`src/rtl/clk_rst_seq_pkg.sv`:
```
// Shared definitions for the CLKCMS reset/startup sequencer: state encodings,
// lock-loss counter sizing and dwell counter width helper.
package clk_rst_seq_pkg;

  typedef enum logic [2:0] {
    S_WAIT   = 3'd0,
    S_CORE   = 3'd1,
    S_FIFO   = 3'd2,
    S_SETTLE = 3'd3,
    S_RUN    = 3'd4,
    S_LOST   = 3'd5,
    S_SOFT   = 3'd6
  } state_e;

  localparam int                LOSS_W   = 8;
  localparam logic [LOSS_W-1:0] LOSS_MAX = 8'd255;

  // Width needed to hold the largest dwell length itself, not just length-1.
  function automatic int cnt_width(input int stable_cyc, input int gap_cyc, input int fifo_cyc);
    int m;
    m = stable_cyc;
    if (gap_cyc > m) m = gap_cyc;
    if (fifo_cyc > m) m = fifo_cyc;
    return $clog2(m + 1);
  endfunction

endpackage

```
`src/rtl/clk_rst_seq_timer.sv`:
```
// Dwell counter for the sequencer: synchronous clear wins over enable.
// tc_o compares the current count against the terminal value chosen per state.
module clk_rst_seq_timer #(
  parameter int CNT_W = 11
) (
  input  logic             clk_i,
  input  logic             rst_n_i,
  input  logic             clr_i,
  input  logic             en_i,
  input  logic [CNT_W-1:0] term_i,
  output logic             tc_o
);

  logic [CNT_W-1:0] cnt_q, cnt_d;

  always_comb begin
    cnt_d = cnt_q;
    if (clr_i)     cnt_d = '0;
    else if (en_i) cnt_d = cnt_q + CNT_W'(1);
  end

  always_ff @(posedge clk_i or negedge rst_n_i) begin
    if (!rst_n_i) cnt_q <= '0;
    else          cnt_q <= cnt_d;
  end

  assign tc_o = (cnt_q == term_i);

endmodule

```
`src/rtl/clk_rst_seq.sv`:
```
// Reset/startup sequencer on CLKCMS: staged release of core reset, FIFO reset and L1A
// enable after a stable lock, with lock-loss re-sequencing and a saturating loss counter.
module clk_rst_seq
  import clk_rst_seq_pkg::*;
#(
  parameter int STABLE_CYC   = 1024,
  parameter int GAP_CYC      = 8,
  parameter int FIFO_RST_CYC = 16,
  parameter int CNT_W        = cnt_width(STABLE_CYC, GAP_CYC, FIFO_RST_CYC)
) (
  input  logic              CLKCMS,
  input  logic              RST_B,
  input  logic              READY,
  input  logic              SOFT_RST,
  input  logic              CLR_LOSS,
  output logic              CORE_RST,
  output logic              FIFO_RST,
  output logic              L1A_EN,
  output logic              RUNNING,
  output logic [2:0]        STATE,
  output logic [LOSS_W-1:0] LOSS_CNT
);

  state_e             state_q, state_d;
  logic               core_rst_q, core_rst_d;
  logic               fifo_rst_q, fifo_rst_d;
  logic               l1a_en_q, l1a_en_d;
  logic               running_q, running_d;
  logic [LOSS_W-1:0]  loss_q, loss_d;

  logic               tc;
  logic               lock_loss;
  logic               soft_go;
  logic               timer_clr;
  logic               timer_en;
  logic [CNT_W-1:0]   term;

  always_ff @(posedge CLKCMS or negedge RST_B) begin
    if (!RST_B) begin
      state_q    <= S_WAIT;
      core_rst_q <= 1'b1;
      fifo_rst_q <= 1'b1;
      l1a_en_q   <= 1'b0;
      running_q  <= 1'b0;
      loss_q     <= '0;
    end else begin
      state_q    <= state_d;
      core_rst_q <= core_rst_d;
      fifo_rst_q <= fifo_rst_d;
      l1a_en_q   <= l1a_en_d;
      running_q  <= running_d;
      loss_q     <= loss_d;
    end
  end

  always_comb begin
    lock_loss = !READY && (state_q inside {S_CORE, S_FIFO, S_SETTLE, S_RUN, S_SOFT});
    soft_go   = SOFT_RST && (state_q inside {S_CORE, S_FIFO, S_SETTLE, S_RUN});

    state_d = state_q;
    case (state_q)
      S_WAIT:   if (READY && tc) state_d = S_CORE;
      S_CORE:   if (tc)          state_d = S_FIFO;
      S_FIFO:   if (tc)          state_d = S_SETTLE;
      S_SETTLE: if (tc)          state_d = S_RUN;
      S_RUN:                     state_d = S_RUN;
      S_LOST:                    state_d = S_WAIT;
      S_SOFT:   if (tc)          state_d = S_CORE;
      default:                   state_d = S_WAIT;
    endcase
    if (soft_go)   state_d = S_SOFT;
    if (lock_loss) state_d = S_LOST;

    loss_d = loss_q;
    if (CLR_LOSS)                             loss_d = '0;
    else if (lock_loss && loss_q != LOSS_MAX) loss_d = loss_q + LOSS_W'(1);
  end

  // Outputs decode the next state so they update on the same edge as STATE.
  always_comb begin
    core_rst_d = 1'b1;
    fifo_rst_d = 1'b1;
    l1a_en_d   = 1'b0;
    running_d  = 1'b0;
    case (state_d)
      S_CORE, S_FIFO: core_rst_d = 1'b0;
      S_SETTLE: begin
        core_rst_d = 1'b0;
        fifo_rst_d = 1'b0;
      end
      S_RUN: begin
        core_rst_d = 1'b0;
        fifo_rst_d = 1'b0;
        l1a_en_d   = 1'b1;
        running_d  = 1'b1;
      end
      default: ;
    endcase
  end

  // In S_WAIT the count measures consecutive READY-high cycles only.
  always_comb begin
    timer_clr = (state_d != state_q) || (state_q == S_WAIT && !READY);
    timer_en  = (state_q != S_WAIT) || READY;
    case (state_q)
      S_WAIT:                 term = CNT_W'(STABLE_CYC - 1);
      S_CORE, S_SETTLE, S_SOFT: term = CNT_W'(GAP_CYC - 1);
      S_FIFO:                 term = CNT_W'(FIFO_RST_CYC - 1);
      default:                term = '0;
    endcase
  end

  clk_rst_seq_timer #(
    .CNT_W (CNT_W)
  ) u_timer (
    .clk_i   (CLKCMS),
    .rst_n_i (RST_B),
    .clr_i   (timer_clr),
    .en_i    (timer_en),
    .term_i  (term),
    .tc_o    (tc)
  );

  assign CORE_RST = core_rst_q;
  assign FIFO_RST = fifo_rst_q;
  assign L1A_EN   = l1a_en_q;
  assign RUNNING  = running_q;
  assign STATE    = state_q;
  assign LOSS_CNT = loss_q;

endmodule

```
`config.mk`:
```
export PLATFORM = sky130hd
export DESIGN_NAME = clk_rst_seq
export DESIGN_NICKNAME = d
export VERILOG_FILES = /design/src/rtl/clk_rst_seq_pkg.sv /design/src/rtl/clk_rst_seq_timer.sv /design/src/rtl/clk_rst_seq.sv
export SDC_FILE = /design/constraint.sdc
export NUM_CORES = 1
export LEC_CHECK = 0
export ABC_AREA = 1
export CAP_MARGIN = 0
export CELL_PAD_IN_SITES_DETAIL_PLACEMENT = 0
export CELL_PAD_IN_SITES_GLOBAL_PLACEMENT = 1
export CORE_MARGIN = 1.5
export CORE_UTILIZATION = 46
export CTS_CLUSTER_SIZE = 14
export DETAILED_ROUTE_END_ITERATION = 16
export DONT_BUFFER_PORTS = 1
export PLACE_DENSITY = 0.81
export SYNTH_ARGS = -nofsm -noshare
export SYNTH_HDL_FRONTEND = slang
export SYNTH_SLANG_ARGS = --single-unit
```
`constraint.sdc`:
```
create_clock -name CLKCMS -period 3.3 [get_ports CLKCMS]
set_input_delay 0.825 -clock CLKCMS [delete_from_list [all_inputs] [get_ports CLKCMS]]
set_output_delay 0.825 -clock CLKCMS [all_outputs]
set_load 0.05 [all_outputs]
```
=== Yosys cells after proc, flatten, opt, wreduce, memory -nomap -nowiden ===
Index checks and enable logic that the tools add are counted.

* $add $sub $neg: 2
* Muxes and demuxes: 16
* Reduce and logical (&&, ||, !) cells: 17
* Eq/ne operators: 12

{| class="wikitable"
|+ Operators by type and width
! cell !! number
|-
| case mux 10 bit (3 select lines) || 1
|-
| two-way mux 11 bit || 2
|-
| two-way mux 3 bit || 7
|-
| case mux 3 bit (6 select lines) || 1
|-
| two-way mux 8 bit || 2
|-
| equality test 3 x 2 -> 1 bit (second input constant) || 4
|-
| adder 11 x 1 -> 11 bit (second input constant) || 1
|-
| equality test 11 x 10 -> 1 bit || 1
|-
| equality test 3 bit (second input constant) || 3
|-
| adder 8 x 1 -> 8 bit (second input constant) || 1
|-
| != test 8 bit (second input constant) || 1
|-
| equality test 3 x 1 -> 1 bit (second input constant) || 2
|-
| logical AND 1 bit || 5
|-
| nonzero test 5 bit || 1
|-
| nonzero test 2 bit || 2
|-
| nonzero test 4 bit || 1
|-
| OR reduction 4 bit || 1
|-
| logical NOT 3 bit || 1
|-
| two-way mux 1 bit || 3
|-
| != test 3 bit || 1
|-
| nonzero test 3 bit || 1
|-
| OR reduction 3 bit || 1
|-
| logical OR 1 bit || 2
|-
| OR reduction 2 bit || 1
|-
| logical NOT 1 bit || 1
|}

* Logic and storage cells: 53
* Output and inout port bits: 15
* Bits of input ports: 5
* Flip-flop bits (word level): 25

=== Logic depth before layout (Yosys ltp) ===
Gate-level depths: netlist of the first run.

* Word-level depth: 12
* Depth in mapped cells: 17
* Gate-level depth less buffers: 15

=== Modules after synthesis ===
Synthesis of the first run repeated with hierarchy kept, for this count alone.

* Cells, all modules: 228
* Area, all modules: 1704.1 um^2

{| class="wikitable"
|+ Modules (own cells, without submodules)
! module !! times used !! seq. area each (um^2) !! area each (um^2) !! cells an instance
|-
| clk_rst_seq || 1 || 352.8 || 945.9 || 126
|-
| clk_rst_seq_timer || 1 || 275.3 || 758.2 || 102
|}

=== Worst setup path before layout of the first run ===
No wires, ideal clock.

* Kind: reg-to-reg
* Start: register state_q[0], in the netlist STATE[0]
* End: register u_timer.cnt_q[3]
* Buffers on the path: 2
* Stages on the path, launching flop included: 15
* Arrival time: 2.011 ns
* Data required time: 3.220 ns
* Setup time: 0.080 ns
* Period minus slack after synthesis: 2.092 ns
* Slack: 1.208 ns
* Cells stage by stage: dfrtp_1 -> buf_6 -> nor2_8 -> nand2_2 -> nand2_1 -> nor2_2 -> nand2_4 -> nor2_4 -> nand3_1 -> nand3_2 -> nand2_2 -> nand2_2 -> nand2_2 -> buf_6 -> nor3_2

* Word-level cells in the longest chain between the ends: 12
* Elaborated cells on any way between the ends: 29
* Those cells by class: eq/ne (7); mux (10); reduce/logical (12)

{| class="wikitable"
|+ Ends and longest elaborated chain
! item !! line !! text
|-
| start, declared || clk_rst_seq.sv:24 || <nowiki>state_e state_q, state_d;</nowiki>
|-
| start signal, assigned || clk_rst_seq.sv:47 || <nowiki>state_q <= state_d;</nowiki>
|-
| equality test 3 bit, or another cell as far along || clk_rst_seq.sv:57, clk_rst_seq.sv:61, clk_rst_seq.sv:105 ||
|-
| OR reduction 3 bit || clk_rst_seq.sv:105 || <nowiki>case (state_q)</nowiki>
|-
| case mux 10 bit (3 select lines) || clk_rst_seq.sv:105 ||
|-
| equality test 11 x 10 -> 1 bit || clk_rst_seq_timer.sv:27 || <nowiki>assign tc_o = (cnt_q == term_i);</nowiki>
|-
| logical AND 1 bit || clk_rst_seq.sv:62 || <nowiki>S_WAIT: if (READY && tc) state_d = S_CORE;</nowiki>
|-
| two-way mux 3 bit || clk_rst_seq.sv:62 ||
|-
| case mux 3 bit (6 select lines) || clk_rst_seq.sv:61 || <nowiki>case (state_q)</nowiki>
|-
| two-way mux 3 bit || clk_rst_seq.sv:71 || <nowiki>if (soft_go) state_d = S_SOFT;</nowiki>
|-
| two-way mux 3 bit * || clk_rst_seq.sv:72 || <nowiki>if (lock_loss) state_d = S_LOST;</nowiki>
|-
| via state_d[2] || clk_rst_seq.sv:24 ||
|-
| != test 3 bit * || clk_rst_seq.sv:103 || <nowiki>timer_clr = (state_d != state_q) || (state_q == S_WAIT && !READY);</nowiki>
|-
| logical OR 1 bit * || clk_rst_seq.sv:103 ||
|-
| two-way mux 11 bit or nonzero test 2 bit (tied branches) || - ||
|-
| end signal, assigned || clk_rst_seq_timer.sv:24 || <nowiki>else cnt_q <= cnt_d;</nowiki>
|-
| end, declared || clk_rst_seq_timer.sv:14 || <nowiki>logic [CNT_W-1:0] cnt_q, cnt_d;</nowiki>
|}

The timed path passes the listed nets; every way through them passes the cells marked *.
A chain may end at the register's enable or synchronous reset.

=== Final worst setup path of the first run ===
* Start: register loss_q[1], in the netlist LOSS_CNT[1]
* End: register loss_q[7], in the netlist LOSS_CNT[7]

* Word-level cells in the longest chain between the ends: 3
* Elaborated cells on any way between the ends: 6
* Those cells by class: add/sub (1); eq/ne (1); mux (2); reduce/logical (2)

{| class="wikitable"
|+ Ends and longest elaborated chain
! item !! line !! text
|-
| start, declared || clk_rst_seq.sv:29 || <nowiki>logic [LOSS_W-1:0] loss_q, loss_d;</nowiki>
|-
| start signal, assigned || clk_rst_seq.sv:52 || <nowiki>loss_q <= loss_d;</nowiki>
|-
| adder 8 x 1 -> 8 bit or != test 8 bit (tied branches) || clk_rst_seq.sv:76 || <nowiki>else if (lock_loss && loss_q != LOSS_MAX) loss_d = loss_q + LOSS_W'(1);</nowiki>
|-
| two-way mux 8 bit or logical AND 1 bit (tied branches) || clk_rst_seq.sv:76 ||
|-
| two-way mux 8 bit or nonzero test 2 bit (tied branches) || - ||
|}

Parallel ways exist; a longest one is shown, timed or not. The select of a mux whose other input is x is not followed.

==> results of run 1 <==
## layout make-up
type | instances | share of cell area, %
Clock buffer | 3 | 1.35
Clock inverter | 1 | 0.299
Inverter | 23 | 5.61
Multi-Input combinational cell | 141 | 50.4
Sequential cell | 25 | 37.5
Tap cell | 46 | 3.44
Timing Repair Buffer | 3 | 1.35
## Yosys cell counts
| master | count |
|---|---|
| nand2_1 | 34 |
| dfrtp_1 | 23 |
| nor2_1 | 22 |
| inv_1 | 20 |
| nand2_2 | 14 |
| nand3_1 | 10 |
| nor3_2 | 10 |
| a21oi_1 | 8 |
| xor2_1 | 7 |
| o21ai_0 | 6 |
| buf_6 | 4 |
| nand3_2 | 4 |
| nor2_2 | 3 |
| nor3_1 | 3 |
| xnor2_1 | 3 |
| dfstp_2 | 2 |
| ha_1 | 2 |
| nand2_4 | 2 |
| nand3b_1 | 2 |
| nand4_1 | 2 |
| o21ai_2 | 2 |
| a211oi_1 | 1 |
| a21boi_1 | 1 |
| a21oi_2 | 1 |
| a221oi_1 | 1 |
| buf_4 | 1 |
| inv_2 | 1 |
| inv_4 | 1 |
| inv_6 | 1 |
| nor2_4 | 1 |
| nor2_8 | 1 |
| o21a_1 | 1 |
## registers in the layout, summed over array words and instances (netlist names)
signal	count
u_timer.cnt_q	11
LOSS_CNT	8
STATE	3
CORE_RST	1
FIFO_RST	1
RUNNING	1
## worst paths after layout
check	start	end	slack, ns	cells after the start
setup / recovery	LOSS_CNT[1]	LOSS_CNT[7]	1.04	12
hold / removal	RST_B	STATE[2]	0.17	0
max in group asynchronous	RST_B	FIFO_RST	2.96	0
hold reg to reg	u_timer.cnt_q[0]	u_timer.cnt_q[0]	0.53	1
min in group CLKCMS	u_timer.cnt_q[0]	u_timer.cnt_q[0]	0.53	1
setup reg to reg	LOSS_CNT[1]	LOSS_CNT[7]	1.04	12
## cell families after synthesis
| family | Yosys count | synth area share [%] |
|---|---|---|
| flops | 25 | 38.8 |
| compound gates | 21 | 7.89 |
| simple gates | 108 | 37.3 |
| xor+xnor | 10 | 5.41 |
| buf+inv | 28 | 9.05 |
| fa+ha+maj | 2 | 1.55 |
## worst reg2reg max path, cell delays in order (launching register included)
cell and delay (ns):
dfrtp_1 0.61, ha_1 0.31, nand2_1 0.09, inv_1 0.07
nand3_1 0.10, nor2_1 0.08, a21oi_2 0.25, nand2_1 0.12
nor2_1 0.11, nand2_1 0.09, nor2_1 0.16, o21ai_0 0.09
a21oi_1 0.13
## per-layer routing
layer / global-route usage (%) / routed length [µm] / vias to the layer above
li1: - / - / 632
met1: 21.3 / 1380 / 579
met2: 28.8 / 1370 / 24
met3: 2.54 / 110 / 4
met4: 6.67 / 49 / 0
met5: 0 / 0 / -
## report_power, final
group	leakage, nW	switching (mW)	internal, mW
Clock	0.0177	0.0914	0.0454
Combinational	0.414	0.585	0.239
Sequential	0.333	0.181	0.367
Total	0.765	0.858	0.651
==> results.txt, run 1 <==
* Die boundary width: about 62 µm
- Ports: 20
- Data arrives at the worst endpoint at approximately 2.5 ns.
* Initial cell density of the core: 48.1%
- DRC violation count after routing: 0
- By area the synthesized netlist is led by dfrtp_1 36%, nand2_1 7.9%, nor3_2 6.2%.
- The signal on the critical path passes through ha_1, nand2_1, inv_1, nand3_1, nor2_1, a21oi_2, nand2_1, nor2_1, nand2_1, nor2_1, o21ai_0, a21oi_1.
- Clk root buf: clkbuf_4
- The worst hold path belongs to the class primary input to async pin.
* Source-to-sink clock delay at the later pin of the worst-skew pair: about 0.32 ns
- Via count of the first global-routing pass: 1,207
- In this run the tightest slew margin relative to its limit is 41.8%.
- The synthesized netlist occupies a cell area of around 1600 µm².
- Hold violation total from the final report: 0
- Filler cell count: 350
- The kind of cell with the highest combined delay along the critical path is simple AND/OR/NAND/NOR gates.
- CTS built an H-tree with a depth of 1.
- In this run, CTS created clock tree buffers numbering 3.
- In this run the static leakage power is around 0.77 nW.
* Clock period minus final worst setup slack: about 2.3 ns
- Final hold analysis gives a worst-case slack of 0.173 ns.
* Buffer count from post-CTS setup fixing: 0
- Power per standard cell area: approximately 900 nW/µm²
* Worst vdd ir: approximately 0.28 mV
- Worst slack after detailed placement: 1.07 ns
- Via count: 1,239
- The final count of pins violating max slew came to 0.
- The first routing iteration left between 40 and 50 violations.
- Global-route total usage across every layer: between 10% and 20%
* Worst Path Buf+Inv: 1
- Setup violations remaining at the end of the flow were counted as 0.
- Clock sink count: 25
- Summing all multi-input logic gate instances after layout gives roughly 840 µm².
- TritonCTS built the clock tree.
- Count of placed standard cells in the final layout, fillers left out: 242
- Maximum Capacitance Violations: 0
- Timing would allow up to 442 MHz.
* Power Total: between 1.5 and 2 mW
- The synthesized netlist contains 32 unique library cells.
- Sequential cell area: ~630 µm²
* Largest buffer count on any clock path: 2
* Gate count of the mapped netlist: ~190
- Dividing the detail-routed wire length by the instance count gives 12.0 µm.
- Data required time at the worst endpoint: approximately 3.6 ns
* Yosys warnings: 0
- The total overflow left after global routing is 0.
- Area growth syn-to-layout: 3.40%
- First drt pass iteration count: 4
* Inserted Diodes: 0
- Setup repair after global routing left no endpoint under its margin.
* Area share of the leading cell type in the synthesized netlist: a little over a third
- The floorplan step defined a die boundary enclosing slightly below 4000 µm².
* Hold bufs inserted after CTS: 0
- The initialized floorplan defines 21 standard-cell rows.
- STA classifies the critical path startpoint as a flip-flop.
- Library cell contributing the largest single delay on the critical path: dfrtp_1
- During placement, the flow inserted port buffers numbering 0.
- The finished cells cover 1670 µm².
- Worst Path Max Fanout: 6
- Dividing the detail-routed via count by the number of cells gives 5.12.
- Sequential share of the synthesized area: roughly two fifths
* Final core area utilization: between 40% and 50%
- The initial antenna violation count was 0.
* Placement Cell Area: 1650 µm²
- Critical Path Max Stage Delay: 0.61 ns
- After clock tree synthesis, the repair step resized 0 gates.
- Number of nets with antenna violations after detailed routing: 0
- Most frequent cells in the layout: 34 x nand2_1, 23 x dfrtp_1, 22 x nor2_1, 20 x inv_1, 14 x nand2_2
- The flow ran to the end, and the final reports show no timing, DRC or antenna violations.
- Post-Syn Area per Cell: about 8.3 µm²
- The synthesized design spends more area on one cell type than any other, namely dfrtp_1.
- The routed design has about 2900 µm of wire.
* Routability-driven placement congestion ratio: 0.824
- Synthesized Nets: approximately 200
- The number of placed instances, taps included, is between 200 and 250.
- Seq cells post-synth: 25
- Core area: about 3400 µm²
- Final worst-path setup slack: ~1.0 ns
- By startpoint and endpoint, the worst setup path is classified as flip-flop to flip-flop.
- Entering global routing, the biggest net connects 26 pins.
* Wire length of the first global-routing pass: about 5300 µm
* Setup TNS Final: 0 ns
- After layout, the worst path uses roughly 69% of the clock period.
* Nature of the critical path endpoint: flip-flop
- The die is between 60 and 70 µm tall.
- After clock tree synthesis, the clock-pin slew on the worst setup and hold paths is 0.14 ns.
- Slew at the pin with the worst max-slew slack: between 0.8 and 0.9 ns
* Detail Placement HPWL: 2290 µm
- Final #Nets: 204
- Of the cells placed in the final design, the portion with a size suffix greater than 1 is ~26%.
- The clock arrives with 0.00463 ns of skew.
- Commonest non-fill, non-tap cell in the layout: nand2_1
No activity file was read; power rests on OpenSTA's default activity.
==> run 2, diff against run 1 <==
- CORE_UTILIZATION: 46 -> 42
- PLACE_DENSITY: 0.81 -> 0.78
- clock period: 3.3 -> 1.9 ns (I/O delays scaled with it)
==> run 2 against run 1 <==
Net effect:
- routed wire length increased by 33%
- worst hold slack got worse by 0.14 ns
- sequential power increased by 51%
- maximum frequency increased by 18%
- sequential cell count unchanged
- the run now ends with negative setup slack left
- utilization increased by 7.0 points
- critical path type unchanged
- via count increased by 15%
- combinational power increased to 2.9 times the previous value
- die area increased by 9.1%
- largest cell class unchanged
==> results.txt, run 2 (same netlist as run 1, synthesis figures left out) <==
* Result of the run: finished, violations left
- Failing checks: negative setup slack
- TritonCTS built the clock tree.
- Skew final: 0.00207 ns
- In this run the number of H-tree levels came out at 1.
- Clk root buf: clkbuf_8
- Data arrives at the worst endpoint at around 2.1 ns.
- Inserted Diodes: 0
* Nature of the critical path endpoint: flip-flop
* Via count: about 1,400
* Post-DR wirelength/cell: 13.7 µm
- In the layout the commonest cells are 35 x buf_4, 28 x nand2_1, 19 x nor2_1, 19 x inv_1, 18 x dfrtp_1.
- The worst hold path belongs to the class primary input to async pin.
- Across every metal layer, demand over resource in global routing totals 19.4%.
* Power per standard cell area: ~1700 nW/µm²
- Power Total: 3.53 mW
- After detailed routing, the number of remaining DRC violations is 0.
* Wire length of the first global-routing pass: between 6000 and 7000 µm
- Layout cells sized above 1: ~45%
- Number of cell instances on the worst register-to-register path: 12
- The initial antenna violation count was 0.
- Worst vdd ir: 0.721 mV
* Slew Limit Headroom: 32.0%
- Post-Route WL: 3850 µm
- Summed over all nets, the half-perimeter wirelength after detailed placement is ~2700 µm.
- Cell repeated most along the worst path: buf_4
- At the end of the flow, the number of nets in the layout was 240.
- Largest buffer count on any clock path: 2
- Filler cell count: around 350
- Core area: between 3000 and 4000 µm²
- Entering global routing, the biggest net connects 24 pins.
- For this run, the detailed router's first-pass iteration total came to 4.
* Highest Clock Rate: 521 MHz
* Final cycle utilization of the critical path: 101%
* Die Height: approximately 65 µm
- Clock period minus final worst setup slack: between 1.5 and 2 ns
- Lkg Pwr: between 0.9 and 1 nW
* Post-route worst hold slack: between 0.03 and 0.04 ns
- Initial DRC count: 59
- Leaving out fill and tap cells, the most frequent cell in the layout is buf_4.
- Capture instance of the worst register-to-register path: FIFO_RST
- After clock tree synthesis, the clock-pin slew on the worst setup and hold paths is about 0.090 ns.
- Count of placed standard cells in the final layout, fillers left out: 280
- Crit path cell chain: nor2_2, nor2_1, nand2_1, nand2_1, nor2_2, nand3_1, nand3_4, nand2_2, buf_4, buf_4, buf_4, a21oi_1
- In this design, the stage delay of the slowest critical-path cell is about 0.51 ns.
* Reg2reg start: STATE[0]
- Flip-flop count of the largest register after layout: 11
* Source-to-sink clock delay at the later pin of the worst-skew pair: between 0.2 and 0.3 ns
* Most flops, register: u_timer.cnt_q
- The final count of pins violating max slew came to 0.
- Before CTS, the worst setup slack after placement is -0.129 ns.
- Global routing finished with a remaining overflow of 0.
* Area growth syn-to-layout: 29.5%
- Setup repair after global routing could not meet its margin everywhere.
- In the post-route analysis, the smallest setup slack over all paths is -0.0182 ns.
- Placed Cells incl. Taps: between 200 and 300
* Die boundary width: ~65 µm
* Initial cell density of the core: 43.9%
* Final-report setup violation count: 7
- Routability-driven placement congestion ratio: around 0.8
- Number of nets with antenna violations after detailed routing: 0
- Number of buffers inserted by port buffering: 0
- Per-cell via count in the routed design: between 5 and 6
- Library cell contributing the largest single delay on the critical path: dfrtp_2
- For the pin with the worst max-slew slack, the measured transition is between 1 and 1.5 ns.
- STA puts the critical path data required time at about 2.1 ns.
- Measured on the finished design, the core utilization comes to 56.8%.
- The die covers 4230 µm².
- Ports: 20
- In this run the worst path has a maximum fanout of 6.
* Hold violation total from the final report: 0
* Worst setup path category: flip-flop to flip-flop
- The via count of the first global-routing pass was 1,344.
* Number of buffers created by CTS: 3
- Register-to-register setup slack: -0.02 ns
- Clock sink count: 25
- Maximum Capacitance Violations: 0
- Setup crit start kind: flip-flop
- In this run the core area contains 22 standard-cell rows.
## run 2: repair_timing
| item | 4_1_cts | 5_1_grt |
|---|---|---|
| pin swaps | 2 | 6 |
| setup buffers | 4 | 3 |
| setup endpoints to repair | 11 | 19 |
| resized for setup | 8 | 19 |
| endpoints found under the hold margin | 23 | 0 |
| hold buffers | 1 | 0 |
| cloned | 1 | 0 |
## run 2: worst max-delay path by stage
stage                  start          endpoint  cells past startpoint
floorplan           STATE[2]  u_timer.cnt_q[3]                     15
global placement    STATE[0]  u_timer.cnt_q[7]                     14
detailed placement  STATE[2]  u_timer.cnt_q[7]                     14
CTS                 STATE[0]  u_timer.cnt_q[7]                     16
global route        STATE[0]          FIFO_RST                     12
finish              STATE[0]          FIFO_RST                     12
## run 2: report_power, final
| group | internal (mW) | switching (mW) | total, mW |
|---|---|---|---|
| clock network | 0.149 | 0.179 | 0.328 |
| logic | 0.906 | 1.47 | 2.38 |
| registers | 0.649 | 0.180 | 0.829 |
## run 2: layer usage
metal	GRT usage (%)	up-vias	share of wire, %
li1	-	698	-
met1	25.2	691	43
met2	33.9	26	53
met3	2.60	5	3.6
met4	5.47	0	1.1
met5	0	-	0
## run 2: metrics by stage
step	area [µm²]	TNS, ns
after floorplan	1640	-0.409
after global placement	1880	-1.11
final	2090	-0.0763
after global routing	2090	-1.83
after detailed placement	1880	-1.24
after CTS	2000	-0.103
## run 2: worst max-delay path: cells and delay by family, from the launching register on
kind                   cells  cell delay [ns]
buffers and inverters      3             0.37
flip-flops                 1             0.51
AND/OR/NAND/NOR            8             0.84
AO/OA/AOI/OAI              1             0.14
## run 2: cell type report
class | instances | area (µm²) | area share [%]
multi-input cells | 142 | 951 | 45.4
clock inverters | 1 | 7.51 | 0.358
flip-flops and latches | 25 | 634 | 30.3
repair buffers | 38 | 304 | 14.5
well taps | 48 | 60.1 | 2.87
clock buffers | 3 | 41.3 | 1.97
inverters | 23 | 96.3 | 4.60
==> run 3, diff against run 2 <==
- CELL_PAD_IN_SITES_DETAIL_PLACEMENT: 0 -> 1
==> run 3 against run 2 <==
Net effect:
- the run still ends with negative setup slack left
- clock power rose by 3%
- sequential share of layout area fell by 2.7 points
- count of clock-buffer cells in the layout did not move
- die area did not move
- total power rose by 21%
- sequential power rose by 2%
- first-iteration DRC count fell by 17%
- cell area rose by 9.9%
- maximum frequency fell by 8.1%
- register-to-register slack got worse by 0.17 ns
- global-route usage rose by 7.6 points
- largest power group unchanged
==> results.txt, run 3 (same netlist as run 1, synthesis figures left out) <==
- Entering global routing, the biggest net connects 24 pins.
- For this run the aggregate overflow at the end of global routing stands at 0.
- First drt pass iteration count: 4
- Maximum Capacitance Violations: 0
* Final worst-path setup slack: -0.188 ns
* Failing checks: negative setup slack
- Most flops, register: u_timer.cnt_q
- Worst Path Max Fanout: 5
- Overall power consumption after layout is estimated at approximately 4.3 mW.
- Counting I/O delays and the setup requirement, the final critical path takes 2.09 ns.
- The via count of the first global-routing pass was ~1,800.
- Nature of the critical path endpoint: flip-flop
* Final #Nets: between 200 and 250
- Post-Route WL: roughly 6100 µm
- For the final routed database, the setup TNS stands at -2.07 ns.
- Number of cell instances on the worst register-to-register path: 12
- The count of nets left with antenna violations once routing finished came out at 0.
- In this run the count of I/O pins placed on the die edge is 20.
- Clock tree from TritonCTS: yes
- Final cycle utilization of the critical path: 110%
- Once placement finished, the instance area stood at 1880 µm².
- Via count: 1,594
* Data required time at the worst endpoint: between 2 and 2.5 ns
- Including well taps, the total number of placed cells is 267.
- Slew Limit Headroom: about 28%
* Post-route worst hold slack: ~0.023 ns
- Hold violation total from the final report: 0
- Post-DR wirelength/cell: roughly 21 µm
* Layout cells sized above 1: approximately 54%
* Most frequent cells in the layout: 43 x buf_4, 24 x nand2_1, 19 x nand2_2, 18 x dfrtp_1, 18 x inv_1
- The multi-input combinational cells in the finished layout cover a total of roughly 1100 µm².
- The most critical setup path has its startpoint at u_timer.cnt_q[9].
- Die boundary width: between 60 and 70 µm
- Once layout is complete, the utilization of the core stands at between 60% and 70%.
- STA classifies the critical path startpoint as a flip-flop.
- DRC violation count after routing: 0
- For this design, the sink count on the clock tree is 25.
- Across all register-to-register paths, the minimum setup slack is -0.19 ns.
* Worst setup path category: flip-flop to flip-flop
- Largest buffer count on any clock path: 2
* Count of pins over their slew limit: 0
* Number of antenna violations at the first check in global routing: 0
* Area growth syn-to-layout: 42.2%
* Clk root buf: clkbuf_8
- Lkg Pwr: 1.06 nW
- Worst slack after detailed placement: -0.181 ns
- Result of the run: finished, violations left
- Power per standard cell area: between 1500 and 2000 nW/µm²
* Initial DRC count: 49
- Die Height: approximately 65 µm
* Worst vdd ir: roughly 0.7 mV
- Count of standard-cell rows: 22
* Skew final: 0.00390 ns
- Flip-flop count of the largest register after layout: 11
- Number of buffers inserted by port buffering: 0
* Final-report setup violation count: 15
- Crit path DAT: ~2.3 ns
* Class of the tightest hold or removal check: primary input to async pin
- Setup repair after global routing could not meet its margin everywhere.
- Reg2reg start: u_timer.cnt_q[9]
* Filler cell count: 424
* Detail Placement HPWL: around 3300 µm
* Core area: about 3700 µm²
- The die covers roughly 4200 µm².
- Level count of the clock H-tree: 1
* Slew at the pin with the worst max-slew slack: 1.08 ns
- Highest Clock Rate: roughly 480 MHz
- Initial cell density of the core: between 40 and 50%
- Global-route total usage across every layer: between 20% and 30%
- The congestion estimate from routability-driven global placement came to slightly above 0.8.
* Wire length of the first global-routing pass: 8660 µm
* Per-cell via count in the routed design: approximately 5.5
- Source-to-sink clock delay at the later pin of the worst-skew pair: around 0.28 ns
- Sequential cell area: between 600 and 700 µm²
- The repair_antennas step left the layout with diodes totalling 0.
* Clock-pin slew reported for the worst setup and hold paths after clock tree synthesis: around 0.090 ns
* Commonest non-fill, non-tap cell in the layout: buf_4
- Number of buffers created by CTS: 3
- Count of placed standard cells in the final layout, fillers left out: 289
* Post-route design area: around 2300 µm²
[run 3: cell count changes in the layout (fill, tap and decap cells not counted), moves of 2 or more]
cell and change:
buf_4 +8, nand3_1 -5, nor2_1 -5, nand2_1 -4, nand3_2 +4, nor3_2 -4, nor2_4 +3, nor3_4 +3
nand2_2 +2, nor2_2 +2
[run 3: timing repair]
item | CTS | global route
pin swaps | 7 | 6
gates resized for setup | 21 | 35
gates cloned | 2 | 0
hold buffers | 1 | 0
buffers inserted | 7 | 8
hold endpoints to repair | 23 | 0
endpoints found under the setup margin | 13 | 21
[run 3: layout make-up]
class	instances	share of cell area, %
inverters	23	4.19
clock buffers	3	1.79
clock inverters	1	0.326
repair buffers	47	17.0
multi-input cells	142	46.5
flip-flops and latches	25	27.6
well taps	48	2.61
[run 3: where the power goes]
part | switching (mW) | leakage, nW | internal (mW) | total, mW
Combinational | 1.89 | 0.715 | 1.21 | 3.11
Sequential | 0.194 | 0.327 | 0.649 | 0.843
Clock | 0.188 | 0.0217 | 0.149 | 0.338
[run 3: routing by layer]
metal	track usage [%]	wire, µm	vias up
li1	-	-	718
met1	31.1	2340	796
met2	50.3	3190	54
met3	2.95	237	26
met4	12.0	306	0
met5	0	0	-
[run 3: worst max-delay path, cell delays in order, from the launching register on]
cell      delay [ns]
dfrtp_1         0.48
nand2_1         0.15
nand3b_1        0.21
nand2_2         0.12
buf_4           0.13
nand2_4         0.05
nor2_4          0.12
nand2_1         0.09
nand2_2         0.09
nand4_1         0.13
nand2_4         0.14
nand2_4         0.10
nor3_2          0.20
[run 3: path summary, 6_finish.rpt]
kind                                    end
setup / recovery           u_timer.cnt_q[4]
hold / removal                     CORE_RST
min in group CLKCMS             LOSS_CNT[6]
max in group asynchronous          STATE[2]
setup reg to reg           u_timer.cnt_q[4]
hold reg to reg            u_timer.cnt_q[0]
